--- src/rtl/oifs_tx_mux.sv ---
// Two-channel byte mux: per-channel FIFOs, round-robin arbiter, registered valid-ready output.
// Optional per-channel transfer counters enabled by defining OIFS_TX_MUX_STATS_EN.
module oifs_tx_mux #(
    parameter int DATA_W  = 8,
    parameter int FIFO_AW = 3
) (
    input  logic              i_clk,
    input  logic              i_arst,
    input  logic              i_a_valid,
    input  logic [DATA_W-1:0] i_a_data,
    output logic              o_a_ready,
    input  logic              i_b_valid,
    input  logic [DATA_W-1:0] i_b_data,
    output logic              o_b_ready,
    output logic              o_valid,
    output logic [DATA_W-1:0] o_data,
    output logic              o_channel,
    input  logic              i_ready
`ifdef OIFS_TX_MUX_STATS_EN
    ,
    output logic [15:0]       o_a_count,
    output logic [15:0]       o_b_count
`endif
);

    localparam int DEPTH = 1 << FIFO_AW;
    localparam logic [FIFO_AW:0] PTR_ONE = {{FIFO_AW{1'b0}}, 1'b1};

    logic [DATA_W-1:0] mem_a [DEPTH];
    logic [DATA_W-1:0] mem_b [DEPTH];
    logic [FIFO_AW:0]  a_wp, a_rp, b_wp, b_rp;
    logic              a_full, b_full, a_empty, b_empty;
    logic              push_a, push_b, pick_a, pick_b, ld, r_last;

    // Pointers carry an extra wrap bit so full and empty are distinguishable.
    assign a_full  = (a_wp[FIFO_AW-1:0] == a_rp[FIFO_AW-1:0]) && (a_wp[FIFO_AW] != a_rp[FIFO_AW]);
    assign b_full  = (b_wp[FIFO_AW-1:0] == b_rp[FIFO_AW-1:0]) && (b_wp[FIFO_AW] != b_rp[FIFO_AW]);
    assign a_empty = (a_wp == a_rp);
    assign b_empty = (b_wp == b_rp);

    assign o_a_ready = !a_full;
    assign o_b_ready = !b_full;
    assign push_a    = i_a_valid && o_a_ready;
    assign push_b    = i_b_valid && o_b_ready;
    assign ld        = !o_valid || i_ready;

    always_comb begin
        pick_a = 1'b0;
        pick_b = 1'b0;
        if (ld) begin
            if (!a_empty && !b_empty) begin
                pick_a = r_last;
                pick_b = !r_last;
            end else if (!a_empty) begin
                pick_a = 1'b1;
            end else if (!b_empty) begin
                pick_b = 1'b1;
            end
        end
    end

    always_ff @(posedge i_clk) begin
        if (push_a) mem_a[a_wp[FIFO_AW-1:0]] <= i_a_data;
        if (push_b) mem_b[b_wp[FIFO_AW-1:0]] <= i_b_data;
    end

    always_ff @(posedge i_clk or posedge i_arst) begin
        if (i_arst) begin
            a_wp <= '0;
            a_rp <= '0;
            b_wp <= '0;
            b_rp <= '0;
        end else begin
            if (push_a) a_wp <= a_wp + PTR_ONE;
            if (push_b) b_wp <= b_wp + PTR_ONE;
            if (pick_a) a_rp <= a_rp + PTR_ONE;
            if (pick_b) b_rp <= b_rp + PTR_ONE;
        end
    end

    always_ff @(posedge i_clk or posedge i_arst) begin
        if (i_arst) begin
            o_valid   <= 1'b0;
            o_data    <= '0;
            o_channel <= 1'b0;
            r_last    <= 1'b1;
        end else if (ld) begin
            if (pick_a) begin
                o_valid   <= 1'b1;
                o_data    <= mem_a[a_rp[FIFO_AW-1:0]];
                o_channel <= 1'b0;
                r_last    <= 1'b0;
            end else if (pick_b) begin
                o_valid   <= 1'b1;
                o_data    <= mem_b[b_rp[FIFO_AW-1:0]];
                o_channel <= 1'b1;
                r_last    <= 1'b1;
            end else begin
                o_valid   <= 1'b0;
            end
        end
    end

`ifdef OIFS_TX_MUX_STATS_EN
    always_ff @(posedge i_clk or posedge i_arst) begin
        if (i_arst) begin
            o_a_count <= '0;
            o_b_count <= '0;
        end else if (o_valid && i_ready) begin
            if (o_channel) o_b_count <= o_b_count + 16'd1;
            else           o_a_count <= o_a_count + 16'd1;
        end
    end
`endif

endmodule

--- config.mk ---
export PLATFORM = sky130hd
export DESIGN_NAME = oifs_tx_mux
export DESIGN_NICKNAME = d
export VERILOG_FILES = /design/src/rtl/oifs_tx_mux.sv
export SDC_FILE = /design/constraint.sdc
export NUM_CORES = 1
export LEC_CHECK = 0
export BUFFER_PORTS_ARGS = -buffer_cell sky130_fd_sc_hd__buf_2
export CORE_UTILIZATION = 60
export DETAILED_ROUTE_END_ITERATION = 10
export PLACE_DENSITY = 0.75
export SKIP_LAST_GASP = 1
export SYNTH_ARGS = -nofsm -noshare
export SYNTH_HDL_FRONTEND = slang
export SYNTH_SLANG_ARGS = --single-unit
--- constraint.sdc ---
create_clock -name i_clk -period 6.24 [get_ports i_clk]
set_input_delay 0.936 -clock i_clk [delete_from_list [all_inputs] [get_ports i_clk]]
set_output_delay 0.936 -clock i_clk [all_outputs]
set_load 0.02 [all_outputs]
Yosys cells after proc, flatten, opt, wreduce, memory -nomap -nowiden
Memory sizes are Yosys's and may differ from the RTL's.
Index checks and enable logic that the tools add are counted.

word-level totals
  flip-flop bits (word level) = 27
  latch bits = 0
  RAM bits = 128
  ROM bits = 0
  output and inout port bits = 12
  memories kept = 2

cells by class
  $add $sub $neg = 4
  $mul = 0
  div/mod/pow operators = 0
  order comparisons = 0
  equal/unequal tests = 6
  shift-type cells = 0
  muxes and demuxes = 17
  bitwise operators = 0
  reduce and logical (&&, ||, !) cells = 14

memory list
  memory  words  width  rd ports  clocked after memory_dff  write ports  line  text
  mem_a   8      8      1         0                         1            29    logic [DATA_W-1:0] mem_a [DEPTH];
  mem_b   8      8      1         0                         1            30    logic [DATA_W-1:0] mem_b [DEPTH];

operator list
  cell                                                           number
  4-bit by 1-bit adder with 4-bit output, second input constant  4
  8-bit two-way mux                                              2
  1-bit two-way mux                                              15
  4-bit == test                                                  2
  3-bit == test                                                  2
  1-bit zero test                                                6
  1-bit logical AND                                              5
  1-bit inequality test                                          2
  2-bit AND reduction                                            1
  2-bit nonzero test                                             1
  1-bit logical OR                                               1

Depth between registers and ports, before layout
  depth in word-level cells = 7
  depth in mapped cells = 8
  mapped depth without buffers = 5

Worst setup path before layout
No wires, ideal clock.

  path type = reg2reg
  from = register a_rp[1]
  to = memory mem_a[0][0], enable pin
  arrival = 2.028 ns
  required time = 5.857 ns
  setup slack = 3.829 ns
  stages on the path, launching flop included = 7
  buffers on the path = 1
  clock period less this slack = 2.411 ns
  cells stage by stage = dfrtp_1 -> buf_4 -> xnor2_1 -> nand4_1 -> nand2_1 -> or2_2 -> nor3_1

on the way
  word-level cells in the longest chain between the ends = 6

RTL lines
  element                                  line  text
  start: declaration                       31    logic [FIFO_AW:0] a_wp, a_rp, b_wp, b_rp;
  start signal: assignment                 76    if (pick_a) a_rp <= a_rp + PTR_ONE;
  3-bit == test                            36    assign a_full = (a_wp[FIFO_AW-1:0] == a_rp[FIFO_AW-1:0]) && (a_wp[FIFO_AW] != a_rp[FIFO_AW]);
  1-bit logical AND                        36
  1-bit zero test                          41    assign o_a_ready = !a_full;
  via o_a_ready                            11    output logic o_a_ready,
  1-bit logical AND                        43    assign push_a = i_a_valid && o_a_ready;
  1-bit two-way mux                        63    if (push_a) mem_a[a_wp[FIFO_AW-1:0]] <= i_a_data;
  1-bit two-way mux (implied by the code)  63
  end: declaration                         29

The timed path passes the listed nets, and every way through them passes these cells.

Worst setup path after layout
  from = register b_rp[2]
  to = memory mem_b[0][0], enable pin

on the way
  word-level cells in the longest chain between the ends = 6

RTL lines
  element                                  line  text
  start: declaration                       31
  start signal: assignment                 77    if (pick_b) b_rp <= b_rp + PTR_ONE;
  3-bit == test                            37    assign b_full = (b_wp[FIFO_AW-1:0] == b_rp[FIFO_AW-1:0]) && (b_wp[FIFO_AW] != b_rp[FIFO_AW]);
  1-bit logical AND                        37
  1-bit zero test                          42    assign o_b_ready = !b_full;
  1-bit logical AND                        44    assign push_b = i_b_valid && o_b_ready;
  1-bit two-way mux                        64    if (push_b) mem_b[b_wp[FIFO_AW-1:0]] <= i_b_data;
  1-bit two-way mux (implied by the code)  64
  end: declaration                         30

No other way between the ends.

==> results.txt <==
number of distinct library cell variants in the gate-level netlist after synthesis: 32
GRT Overall Usage: 24.0%
clock root buffer: clkbuf_8
number of nets in the final layout: 392
actual slew at the worst max-slew pin: 1.28 ns
global-route wire length before repair: 17.6 mm
share of the clock period used by the worst path: 50.6%
Vert. Die Dim: 103 microns
clock period minus worst slack: 3.16 ns
clock latency on the worst-skew pair: 0.53 ns
Post-Route Hold Slack: 0.473 ns
path depth of the worst reg2reg path: 5
via density per instance: 6.06
part of the Yosys area used for sequential elements: 73.2%
Warnings, synthesis: 0
Die Width: 103 microns
Avg Cell Area, Syn: 19.0 sq um
die area: 10700 sq um
Setup crit start kind: flop
most frequent standard cell in the layout excluding fill and tap cells: edfxtp_1
cell count after synthesis: 326
post-synthesis register bit count: 155
critical path class: flop to flop
number of buffers on the longest clock path: 2
area of the mapped netlist: 6180 sq um
number of antenna violations at the first check in global routing: 0
Worst Setup Slack post-DPL: 3.10 ns
proportion of power drawn by flip-flops and latches: 41.8%
detailed placement HPWL: 6.88 mm
number of DRC violations after detailed routing: 0
Routed Wire Length: 11.0 mm
final total negative setup slack: 0 ns
Max IR drop VDD: 0.278 mV
simple-gate share of the synthesized area: 4.33%
Internal Pwr Total: 0.00256 W
switching power as a share of total power: 30.0%
worst clock skew: 0.00830 ns
number of slew-limit violations in the final report: 0
number of buffers added to fix hold violations after cts: 0
post-synthesis xor/xnor area fraction: 2.84%
vias in the first global route: 3161
most frequent cells in the layout: 128 x edfxtp_1, 32 x mux4_2, 32 x buf_2, 26 x dfrtp_1, 17 x nand2_1
vias after detailed routing: 3109
average wire length per cell after detail routing: 21.5 microns
proportion of synthesized area in mux cells: 14.8%
Clock transition at path regs: 0.06 ns
combinational family with the most area after synthesis: multiplexers
largest net degree at the start of global routing: 28
Post-CTS Resized: 0
layout-stage area growth over the synthesis result: 14.9%
combinational cell fraction of total power: 27.9%
static leakage: 2.51 nW
grt ovf: 0
crit end category: flop
Synth Area in Compound Gates: 2.23%
clock tree from TritonCTS: built
final weighted congestion in routability-driven placement: 0.759
Power Density: 516 nW/um^2
clock power share: 30.3%
count of standard-cell rows: 36
number of levels in the clock H-tree: 4
Syn Nets: 351
number of diodes added for antenna fixing: 0
WP data required: 6.37 ns
maximum capacitance violations: 0
adder and majority cell fraction of the synthesized area: 0.810%
fraction of final layout cells sized beyond drive strength 1: 27.6%
total core area: 9860 sq um
arrival time of data at the critical path endpoint: 3.29 ns
fin worst setup slack: 3.08 ns
count of boundary I/O pins: 33
maximum fanout along the worst path: 19
switching component of the power: 0.00110 W
number of buffers added by the clock tree synthesis step: 17
# clock sinks: 155
Hold WC Path Type: flop to flop
fill cell instance count of the final layout: 571
number of setup buffers added after CTS: 0
Buffers on Ports: 32
Initial Util: 62.6%
RSZ-0062 raised after global routing: false
relative max-transition margin: 14.1%
worst hold path cell count: 2
number of hold violations in the final report: 0
number of nets with antenna violations after detailed routing: 0
Pre-Repair DR Iteration Count: 4
first-iteration detailed-routing DRC count: 195
run status: finished, final reports clean
maximum operating frequency: 0.317 GHz
final setup vio count: 0
==> flip-flops by register name, summed over array words and instances, names as in the netlist <==
signal / cells
a_rp: 4
o_data: 8
b_wp: 4
a_wp: 4
o_channel: 1
b_rp: 4
o_valid: 1
r_last: 1
mem_b: 64
mem_a: 64
==> routing by layer <==
metal / global-route usage, % / wire (microns) / up-vias
met4: 9.64 / 151 / 0
met3: 5.71 / 611 / 16
met2: 36.1 / 5470 / 119
met1: 34.4 / 4790 / 1599
li1: - / - / 1375
met5: 0 / 0 / -
==> stage by stage <==
| step | total power (W) | cell area (sq um) | instances | util, % |
|---|---|---|---|---|
| global route | 0.00384 | 7100 | 513 | 71.9 |
| detailed placement | 0.00256 | 6450 | 481 | 65.4 |
| global placement | 0.00253 | 6450 | 481 | 65.4 |
| CTS | 0.00368 | 7100 | 513 | 71.9 |
| finish | 0.00366 | 7100 | 513 | 71.9 |
| floorplan | 0.00231 | 6180 | 326 | - |
==> area by class of cell <==
class / count / area (sq um) / area share [%]
clock buffer: 18 / 418 / 5.89
clock inverter: 14 / 225 / 3.17
inverter: 4 / 15.0 / 0.212
multi-input combinational: 151 / 1550 / 21.8
sequential: 155 / 4520 / 63.7
tap: 133 / 166 / 2.34
timing repair buffer: 38 / 205 / 2.89
==> path summary, 6_finish.rpt <==
path | from | end | slack (ns)
max | b_rp[2] | mem_b[0][0] | 3.08
min | r_last | r_last | 0.47
max reg2reg | b_rp[2] | mem_b[0][0] | 3.08
min reg2reg | r_last | r_last | 0.47
max in group asynchronous | i_arst | b_rp[0] | 4.94
min in group asynchronous | i_arst | b_wp[3] | 0.66
==> synthesized netlist by cell type (all sizes together) <==
| cell type | instances | area [sq um] |
|---|---|---|
| buf | 12 | 81.3 |
| ha | 4 | 50.1 |
| mux2i | 15 | 150 |
| a221o | 1 | 10.0 |
| a41oi | 1 | 8.76 |
| a22o | 7 | 61.3 |
| or2 | 2 | 12.5 |
| and3b | 1 | 8.76 |
| or4 | 1 | 7.51 |
| nor2 | 14 | 52.6 |
| dfstp | 1 | 26.3 |
| nand3 | 5 | 25.0 |
| inv | 4 | 15.0 |
| edfxtp | 128 | 3840 |
| nor3 | 5 | 25.0 |
| mux2 | 4 | 45.0 |
| mux4 | 32 | 721 |
| xor2 | 6 | 52.6 |
| a21oi | 9 | 45.0 |
| nand2 | 17 | 63.8 |
| nand4b | 1 | 8.76 |
| nand3b | 1 | 7.51 |
| xnor2 | 14 | 123 |
| o31ai | 1 | 7.51 |
| clkbuf | 4 | 15.0 |
| nand2b | 5 | 31.3 |
| dfrtp | 26 | 651 |
| o21ai | 1 | 5.00 |
| nand4 | 4 | 25.0 |
==> power groups by stage <==
stage	clock (W)	sequential, W	combinational [W]
6_report	0.00111	0.00153	0.00102
5_1_grt	0.00117	0.00156	0.00112
4_1_cts	0.00112	0.00153	0.00103
3_5_place_dp	0	0.00155	0.00102
3_3_place_gp	0	0.00153	0.000998
2_1_floorplan	0	0.00149	0.000819
==> cells by family (layout without fill, tap and decap cells) <==
logic type	after synthesis	after routing
AND/OR/NAND/NOR	56	56
adder cells (fa/ha/maj)	4	4
buffers and inverters	20	74
multiplexers	51	51
XOR/XNOR	20	20
flip-flops	155	155
AO/OA/AOI/OAI	20	20
==> worst max-delay path: stages (launching register included) <==
cell     delay [ns]
dfrtp_1        0.89
xnor2_1        0.22
nand4_1        0.21
nand2_1        0.13
or2_2          0.32
nor3_1         0.98
Power figures use the tool's default switching activity.
